[src/rtl/tti_rx_packer.sv]
// rtl/tti_rx_packer.sv - packs received I3C private-write bytes into 32-bit RX data words plus one descriptor per transfer
// Optional error-flag feature (byte_err_i, descriptor bit 17) enabled by I3C_TTI_RX_ERR_FLAG_EN.
module tti_rx_packer #(
  parameter int RxDataWidth     = 32,
  parameter int RxDescDataWidth = 32
) (
  input  logic                       clk_i,
  input  logic                       rst_ni,
  input  logic                       xfer_start_i,
  input  logic                       xfer_end_i,
  input  logic                       byte_valid_i,
  input  logic [7:0]                 byte_i,
`ifdef I3C_TTI_RX_ERR_FLAG_EN
  input  logic                       byte_err_i,
`endif
  output logic                       rx_data_queue_wvalid_o,
  input  logic                       rx_data_queue_wready_i,
  output logic [RxDataWidth-1:0]     rx_data_queue_wdata_o,
  output logic                       rx_desc_queue_wvalid_o,
  input  logic                       rx_desc_queue_wready_i,
  output logic [RxDescDataWidth-1:0] rx_desc_queue_wdata_o,
  output logic                       busy_o,
  output logic                       byte_dropped_o
);

  typedef enum logic [1:0] {
    ST_IDLE,
    ST_RECV,
    ST_FLUSH,
    ST_DESC
  } state_t;

  state_t      r_state;
  state_t      w_state_nxt;

  logic [31:0] r_acc;
  logic [2:0]  r_acc_cnt;
  logic [31:0] r_pend;
  logic        r_pend_v;
  logic [15:0] r_byte_cnt;
  logic        r_ovf;
  logic        r_err;
  logic        r_dropped;

  logic        w_data_hs;
  logic        w_desc_hs;
  logic        w_acc_full;
  logic        w_acc_move;
  logic        w_accept;
  logic        w_drop;
  logic [31:0] w_acc_nxt;
  logic [2:0]  w_cnt_base;
  logic [2:0]  w_acc_cnt_nxt;
  logic        w_err;

  assign w_data_hs  = r_pend_v && rx_data_queue_wready_i;
  assign w_desc_hs  = (r_state == ST_DESC) && rx_desc_queue_wready_i;
  assign w_acc_full = (r_acc_cnt == 3'd4);

  // A full word (or, while flushing, any residue) moves to pending once pending frees up.
  assign w_acc_move = (r_acc_cnt != 3'd0) &&
                      (w_acc_full || (r_state == ST_FLUSH)) &&
                      (!r_pend_v || w_data_hs);

  assign w_accept = byte_valid_i && (r_state == ST_RECV) && (!w_acc_full || w_acc_move);
  assign w_drop   = byte_valid_i && !w_accept;

`ifdef I3C_TTI_RX_ERR_FLAG_EN
  assign w_err = r_err;
`else
  assign w_err = 1'b0;
`endif

  always_comb begin
    w_acc_nxt     = w_acc_move ? 32'd0 : r_acc;
    w_cnt_base    = w_acc_move ? 3'd0 : r_acc_cnt;
    w_acc_cnt_nxt = w_cnt_base;
    if (w_accept) begin
      w_acc_nxt[{w_cnt_base[1:0], 3'b000} +: 8] = byte_i;
      w_acc_cnt_nxt                             = w_cnt_base + 3'd1;
    end
  end

  always_comb begin
    w_state_nxt = r_state;
    case (r_state)
      ST_IDLE:  if (xfer_start_i) w_state_nxt = ST_RECV;
      ST_RECV:  if (xfer_end_i) w_state_nxt = ST_FLUSH;
      ST_FLUSH: if ((r_acc_cnt == 3'd0) && !r_pend_v) w_state_nxt = ST_DESC;
      ST_DESC:  if (rx_desc_queue_wready_i) w_state_nxt = ST_IDLE;
      default:  w_state_nxt = ST_IDLE;
    endcase
  end

  always_ff @(posedge clk_i or negedge rst_ni) begin
    if (!rst_ni) begin
      r_state <= ST_IDLE;
    end else begin
      r_state <= w_state_nxt;
    end
  end

  always_ff @(posedge clk_i or negedge rst_ni) begin
    if (!rst_ni) begin
      r_acc     <= 32'd0;
      r_acc_cnt <= 3'd0;
      r_pend    <= 32'd0;
      r_pend_v  <= 1'b0;
      r_dropped <= 1'b0;
    end else begin
      r_acc     <= w_acc_nxt;
      r_acc_cnt <= w_acc_cnt_nxt;
      r_dropped <= w_drop;
      if (w_acc_move) begin
        r_pend   <= r_acc;
        r_pend_v <= 1'b1;
      end else if (w_data_hs) begin
        r_pend_v <= 1'b0;
      end
    end
  end

  // Count and sticky flags describe the current transfer; they reset when its descriptor is taken.
  always_ff @(posedge clk_i or negedge rst_ni) begin
    if (!rst_ni) begin
      r_byte_cnt <= 16'd0;
      r_ovf      <= 1'b0;
      r_err      <= 1'b0;
    end else if (w_desc_hs) begin
      r_byte_cnt <= 16'd0;
      r_ovf      <= 1'b0;
      r_err      <= 1'b0;
    end else begin
      if (w_accept && (r_byte_cnt != 16'hFFFF)) r_byte_cnt <= r_byte_cnt + 16'd1;
      if (w_drop && (r_state == ST_RECV)) r_ovf <= 1'b1;
`ifdef I3C_TTI_RX_ERR_FLAG_EN
      if (w_accept && byte_err_i) r_err <= 1'b1;
`endif
    end
  end

  assign rx_data_queue_wvalid_o = r_pend_v;
  assign rx_data_queue_wdata_o  = r_pend;
  assign rx_desc_queue_wvalid_o = (r_state == ST_DESC);
  assign rx_desc_queue_wdata_o  = {14'd0, w_err, r_ovf, r_byte_cnt};
  assign busy_o                 = (r_state != ST_IDLE);
  assign byte_dropped_o         = r_dropped;

endmodule

[config.mk]
export PLATFORM = sky130hd
export DESIGN_NAME = tti_rx_packer
export DESIGN_NICKNAME = d
export VERILOG_FILES = /design/src/rtl/tti_rx_packer.sv
export SDC_FILE = /design/constraint.sdc
export NUM_CORES = 1
export LEC_CHECK = 0
export CAP_MARGIN = 10
export CORE_MARGIN = 8
export CORE_UTILIZATION = 45
export DETAILED_ROUTE_END_ITERATION = 6
export PLACE_DENSITY = 0.84
export SYNTH_ARGS = -nofsm -noshare
export SYNTH_HDL_FRONTEND = slang
export SYNTH_SLANG_ARGS = --single-unit
[constraint.sdc]
create_clock -name clk_i -period 2.5 [get_ports clk_i]
set_input_delay 0.5 -clock clk_i [delete_from_list [all_inputs] [get_ports clk_i]]
set_output_delay 0.5 -clock clk_i [all_outputs]
set_load 0.02 [all_outputs]
# Word level (Yosys, flattened, before mapping)
# Index checks and enable logic that the tools add are counted.
[classes]
n_addsub = 3
multipliers = 0
div_mod_pow = 0
magnitude_cmp = 0
n_eq_ne = 9
shift = 2
muxes = 16
bitwise_logic = 0
reduce_logical = 24
[ops]
columns = ["cell", "count"]
rows = [
  ["$mux W32", 2],
  ["$bwmux W32", 1],
  ["$mux W16", 2],
  ["$shift A8 B7 Y32 const A", 1],
  ["$shiftx A8 B7 Y32", 1],
  ["$add A16 B1 Y16 const B", 1],
  ["$ne A16 B16 Y1 const B", 1],
  ["$logic_and A1 B1 Y1", 10],
  ["$mux W2", 4],
  ["$pmux W2 S4", 1],
  ["$reduce_bool A2 Y1", 4],
  ["$neg A5 Y7", 1],
  ["$mux W3", 2],
  ["$eq A2 B2 Y1 const B", 2],
  ["$mux W1", 4],
  ["$ne A2 B1 Y1 const B", 2],
  ["$ne A2 B2 Y1 const B", 2],
  ["$reduce_and A4 Y1", 1],
  ["$add A3 B1 Y3 const B", 1],
  ["$eq A3 B3 Y1 const B", 1],
  ["$logic_not A1 Y1", 3],
  ["$logic_not A3 Y1", 1],
  ["$logic_or A1 B1 Y1", 3],
  ["$reduce_bool A3 Y1", 1],
  ["2 further kinds", 2],
]
[totals]
regBits = 88
latchBits = 0
ram_bits = 0
rom_bits = 0
out_inout_bits = 68
wordCells = 62
memories = 0

# Longest topological paths before layout
# Gate-level depths: netlist (run 1).
[depth]
depth_word = 11
ltp_mapped = 11
depth_no_buf = 10

# Least setup slack after synthesis (run 1)
# Ideal clock, no wire load.
[synth_timing]
path_kind = "flip-flop to flip-flop"
startpoint = "register r_state[0]"
endpoint = "register r_acc[24]"
arrival_ns = 2.479
setup_slack_ns = -0.047
path_stages_with_launch = 11
path_cell_list = "dfrtp_1 > inv_1 > ha_1 > o21ai_0 > a21o_1 > nand2_1 > ha_1 > nor2_1 > nand2_1 > nor4_2 > a22o_1"
[synth_between]
elab_chain_cells = 9
word_cells_on_any_way = 15
[synth_rtl]
columns = ["element", "line_no", "source"]
rows = [
  ["from (decl)", "33", "state_t r_state;"],
  ["from (signal assigned)", "99", "r_state <= w_state_nxt;"],
  ["$eq A2 B2 Y1", "62", "(w_acc_full || (r_state == ST_FLUSH)) &&"],
  ["$logic_or A1 B1 Y1", "62", ""],
  ["$logic_and A1 B1 Y1", "61", "assign w_acc_move = (r_acc_cnt != 3'd0) &&"],
  ["$logic_and A1 B1 Y1", "62", ""],
  ["$mux W3", "76", "w_cnt_base = w_acc_move ? 3'd0 : r_acc_cnt;"],
  ["$neg A5 Y7", "79", "w_acc_nxt[{w_cnt_base[1:0], 3'b000} +: 8] = byte_i;"],
  ["$shiftx A8 B7 Y32 / $shift A8 B7 Y32 (equally long branches)", "79", ""],
  ["$bwmux W32", "79", ""],
  ["$mux W32 (*)", "78", "if (w_accept) begin"],
  ["via w_acc_nxt[24]", "51", "logic [31:0] w_acc_nxt;"],
  ["to (signal assigned)", "111", "r_acc <= w_acc_nxt;"],
  ["to (decl)", "36", "logic [31:0] r_acc;"],
]
# Mark *: on every way through the listed nets, which the timed path passes. The rest lies on a longest branch.
# A chain may end at the register's enable or synchronous reset.

# Final worst setup path (run 1)
[layout_timing]
startpoint = "register r_acc_cnt[1]"
endpoint = "register r_acc[23]"
[layout_between]
elab_chain_cells = 9
word_cells_on_any_way = 15
[layout_rtl]
columns = ["element", "line_no", "source"]
rows = [
  ["from (decl)", "37", "logic [2:0] r_acc_cnt;"],
  ["from (signal assigned)", "112", "r_acc_cnt <= w_acc_cnt_nxt;"],
  ["$eq A3 B3 Y1", "58", "assign w_acc_full = (r_acc_cnt == 3'd4);"],
  ["$logic_or A1 B1 Y1", "62", ""],
  ["$logic_and A1 B1 Y1", "61", ""],
  ["$logic_and A1 B1 Y1", "62", ""],
  ["$mux W3", "76", ""],
  ["$neg A5 Y7", "79", ""],
  ["$shiftx A8 B7 Y32 / $shift A8 B7 Y32 (equally long branches)", "79", ""],
  ["$bwmux W32", "79", ""],
  ["$mux W32 (*)", "78", ""],
  ["via w_acc_nxt[23]", "51", ""],
]
# Marked as above.

==> results of run 1 <==
## timing repair
action                     in CTS  in global routing
setup endpoints to repair       8                 18
resized for setup               2                  1
gates cloned                    0                  0
buffers inserted                0                  2
pin swaps                       0                  1
## where the power goes
group | internal (mW) | switching (mW)
Sequential | 1.58 | 0.136
Clock | 0.393 | 0.594
Combinational | 0.684 | 1.07
## layout make-up
class | count | area, sq um | area share, %
sequential | 88 | 2200 | 41.8
multi-input combinational | 293 | 1770 | 33.5
timing repair buffer | 95 | 916 | 17.4
tap | 111 | 139 | 2.64
clock buffer | 9 | 124 | 2.35
clock inverter | 7 | 72.6 | 1.38
inverter | 12 | 45.0 | 0.856
## per-stage QoR
step | power, mW | instances | TNS (ns)
3_3_place_gp | 3.37 | 597 | -0.797
2_1_floorplan | 2.77 | 422 | 0
6_report | 4.46 | 615 | 0
3_5_place_dp | 3.45 | 597 | -2.22
5_1_grt | 4.70 | 615 | 0
4_1_cts | 4.45 | 613 | 0
## sequential cells by signal, indices dropped and copies added, names as in the netlist
| signal | cells |
|---|---|
| r_state | 2 |
| r_ovf | 1 |
| rx_data_queue_wvalid_o | 1 |
| rx_data_queue_wdata_o | 32 |
| r_acc | 32 |
| r_byte_cnt | 16 |
| byte_dropped_o | 1 |
| r_acc_cnt | 3 |
## cell usage after synthesis, types with 2 or more instances
cell	number	share of area [%]
buf_4	16	2.9
o31ai_1	7	1.3
xnor2_1	2	0.42
a21oi_1	14	1.7
a31oi_1	2	0.30
inv_1	12	1.1
nor4_1	3	0.46
or3_1	2	0.30
o21ai_4	2	0.79
and4_1	2	0.42
buf_2	7	0.85
ha_1	12	3.6
a22o_1	24	5.1
dfrtp_1	88	53
nand2_1	111	10
mux2i_1	2	0.49
and2_1	3	0.46
a211oi_1	2	0.36
nand2b_1	4	0.61
o211ai_2	2	0.61
nor2_1	6	0.55
nand3_1	15	1.8
clkbuf_1	6	0.55
or4_1	9	1.6
o21ai_0	14	1.7
and3_1	2	0.30
nand4_1	12	1.8
nor4_2	3	0.91
## cell families (layout without fill, tap and decap cells)
kind of cell | after synthesis | in the layout | share of synthesized area (%)
AO/OA/AOI/OAI | 81 | 81 | 14.8
XOR/XNOR | 2 | 2 | 0.425
adder cells (fa/ha/maj) | 12 | 12 | 3.64
buffers and inverters | 41 | 123 | 5.40
flip-flops | 88 | 88 | 53.4
multiplexers | 3 | 3 | 0.759
other | 1 | 15 | 0.0910
AND/OR/NAND/NOR | 180 | 180 | 21.5
## placed cells by master, fill, tap and decap left out, drive strengths merged, types with 6 or more instances in the layout
| cell type | Yosys | final |
|---|---|---|
| o21ai | 17 | 17 |
| nand2 | 111 | 111 |
| buf | 23 | 29 |
| clkdlybuf4s50 | 0 | 66 |
| or4 | 9 | 9 |
| clkbuf | 6 | 9 |
| inv | 12 | 16 |
| dfrtp | 88 | 88 |
| conb | 1 | 15 |
| a21oi | 15 | 15 |
| nor4 | 6 | 6 |
| nand3 | 15 | 15 |
| o31ai | 7 | 7 |
| ha | 12 | 12 |
| nand4 | 12 | 12 |
| a22o | 24 | 24 |
| nor2 | 6 | 6 |
## worst paths after layout
kind	start	end	slack (ns)	cells past startpoint
max	r_acc_cnt[1]	r_acc[23]	0.1	9
min	rst_ni	r_byte_cnt[8]	0.12	1
min reg2reg	r_acc[10]	rx_data_queue_wdata_o[10]	0.48	2
min in group clk_i	r_acc[10]	rx_data_queue_wdata_o[10]	0.48	2
max reg2reg	r_acc_cnt[1]	r_acc[23]	0.1	9
max in group asynchronous	rst_ni	rx_data_queue_wdata_o[8]	1.74	2
## routing by layer
metal	share of wire, %	global-route usage, %	vias up	wire length, microns
li1	-	-	1598	-
met1	44	20.3	1657	4400
met2	46	24.9	141	4680
met3	8.8	6.49	16	893
met4	1.2	5.65	0	124
met5	0	0	-	0
==> results.py, run 1 <==
metrics = {
    "sta": {
        "setup_viol": 0,
        "slew_viol_final": 0,
        "worst_pin_slew_ns": 0.841,
        "max_freq_ghz": 0.416,
        "fin_worst_skew_ns": 0.0129,
        "period_needed_ns": 2.40,
        "fin_crit_sh_pct": 96.1,
        "rsz0062_at_grt": "no",
        "holdWs_ns": 0.118,
        "finalHoldViolations": 0,
        "relSlewSlack_pct": 43.4,
        "setup_ws_ns": 0.0966,
    },
    "synth": {
        "synth_top_flop_cell": "dfrtp_1",
        "avgSynthCellArea_sq_um": 10.1,
        "synthCells": 408,
        "synth_area_sq_um": 4120,
        "ys_warn_count": 0,
        "ys_ff_latch": 88,
        "ys_types": 52,
        "synth-edff-count": 0,
        "synth-async-reset-ratio_pct": 100,
        "ys_seq_area_share_pct": 53.4,
    },
    "global_routing": {
        "grt.total_usage_pct": 16.2,
        "grt_max_degree": 46,
        "gr-total-overflow": 0,
        "grt_pass1_vias": 3373,
        "antenna_found_initial": 0,
        "grt_pass1_wl_microns": 16600,
    },
    "route": {
        "wirelength_microns": 10100,
        "vias": 3412,
        "ant_nets": 0,
        "drt-initial-drc-count": 246,
        "dr.pass1.iters": 4,
        "vias_per_cell": 5.55,
        "drc": 0,
        "post_drt_wl_per_cell_microns": 16.4,
    },
    "worst_setup_path": {
        "endpoint_kind": "flop",
        "crit_slowest_cell": "or3b_2",
        "path_cells": "or3b_2 > a21o_1 > nand2_1 > ha_1 > buf_4 > nand2_1 > nor4b_4 > buf_4 > a22o_1",
        "critPathMaxFanout": 8,
        "critPathBufInv": 2,
        "cp-start-kind": "flop",
        "crit_type": "flop to flop",
        "slowest_delay_ns": 0.54,
        "required_ns": 2.81,
        "crit_family": "simple AND/OR/NAND/NOR gates",
        "arrival_ns": 2.71,
    },
    "cts": {
        "cts.sinks": 88,
        "clk_latency_ns": 0.37,
        "htree_levels": 3,
        "root_buffer": "clkbuf_8",
        "cts_hold_buf": 0,
        "numCtsBuffers": 9,
        "clk_pin_slew_ns": 0.10,
        "max-clock-path-buffers": 2,
        "cts_tree": "done",
    },
    "cells_and_area": {
        "syn2layout_area_growth_pct": 27.7,
        "drive_gt1_share_pct": 12.1,
        "antenna_cells": 0,
        "post-route-util_pct": 58.1,
        "fin_area_sq_um": 5260,
        "fin_nets": 526,
        "n_fill_cell": 776,
    },
    "run_status": {
        "status": "complete, no violations",
    },
    "place": {
        "gp_congestion": 0.891,
        "port_buffers": 67,
        "place_area_sq_um": 5040,
        "preCtsSetupSlack_ns": -0.196,
        "hpwl_microns": 7190,
    },
    "floorplanning": {
        "core-area_sq_um": 9060,
        "die-area_sq_um": 12500,
        "ios": 83,
        "fp-row-count": 35,
        "die_y_microns": 112,
        "initial_utilization_pct": 45.5,
        "die_x_microns": 112,
    },
    "power_and_ir_drop": {
        "ir_worst_vdd_mv": 0.431,
        "p_per_area_nw_per_um2": 847,
        "power_leakage_nw": 2.46,
    },
    "hold_path": {
        "min_path_type": "input pin to async pin",
    },
    "run": {
        "cap_viol_max_count": 0,
    },
}
Note: power is estimated with default switching activity, not from simulation.
==> run 2, diff against run 1 <==
Settings changed: SKIP_LAST_GASP set to 1.
==> results of run 2 <==
Final layout, timing and power as in run 1 (identical DEF).
Main changes from that run: number of gates resized after CTS 2 -> 1
==> run 3, diff against run 2 <==
Settings changed: SLEW_MARGIN set to 10.
==> results of run 3 <==
Final layout, timing and power as in run 1 (identical DEF).
Main changes from that run: number of gates resized after CTS 2 -> 1
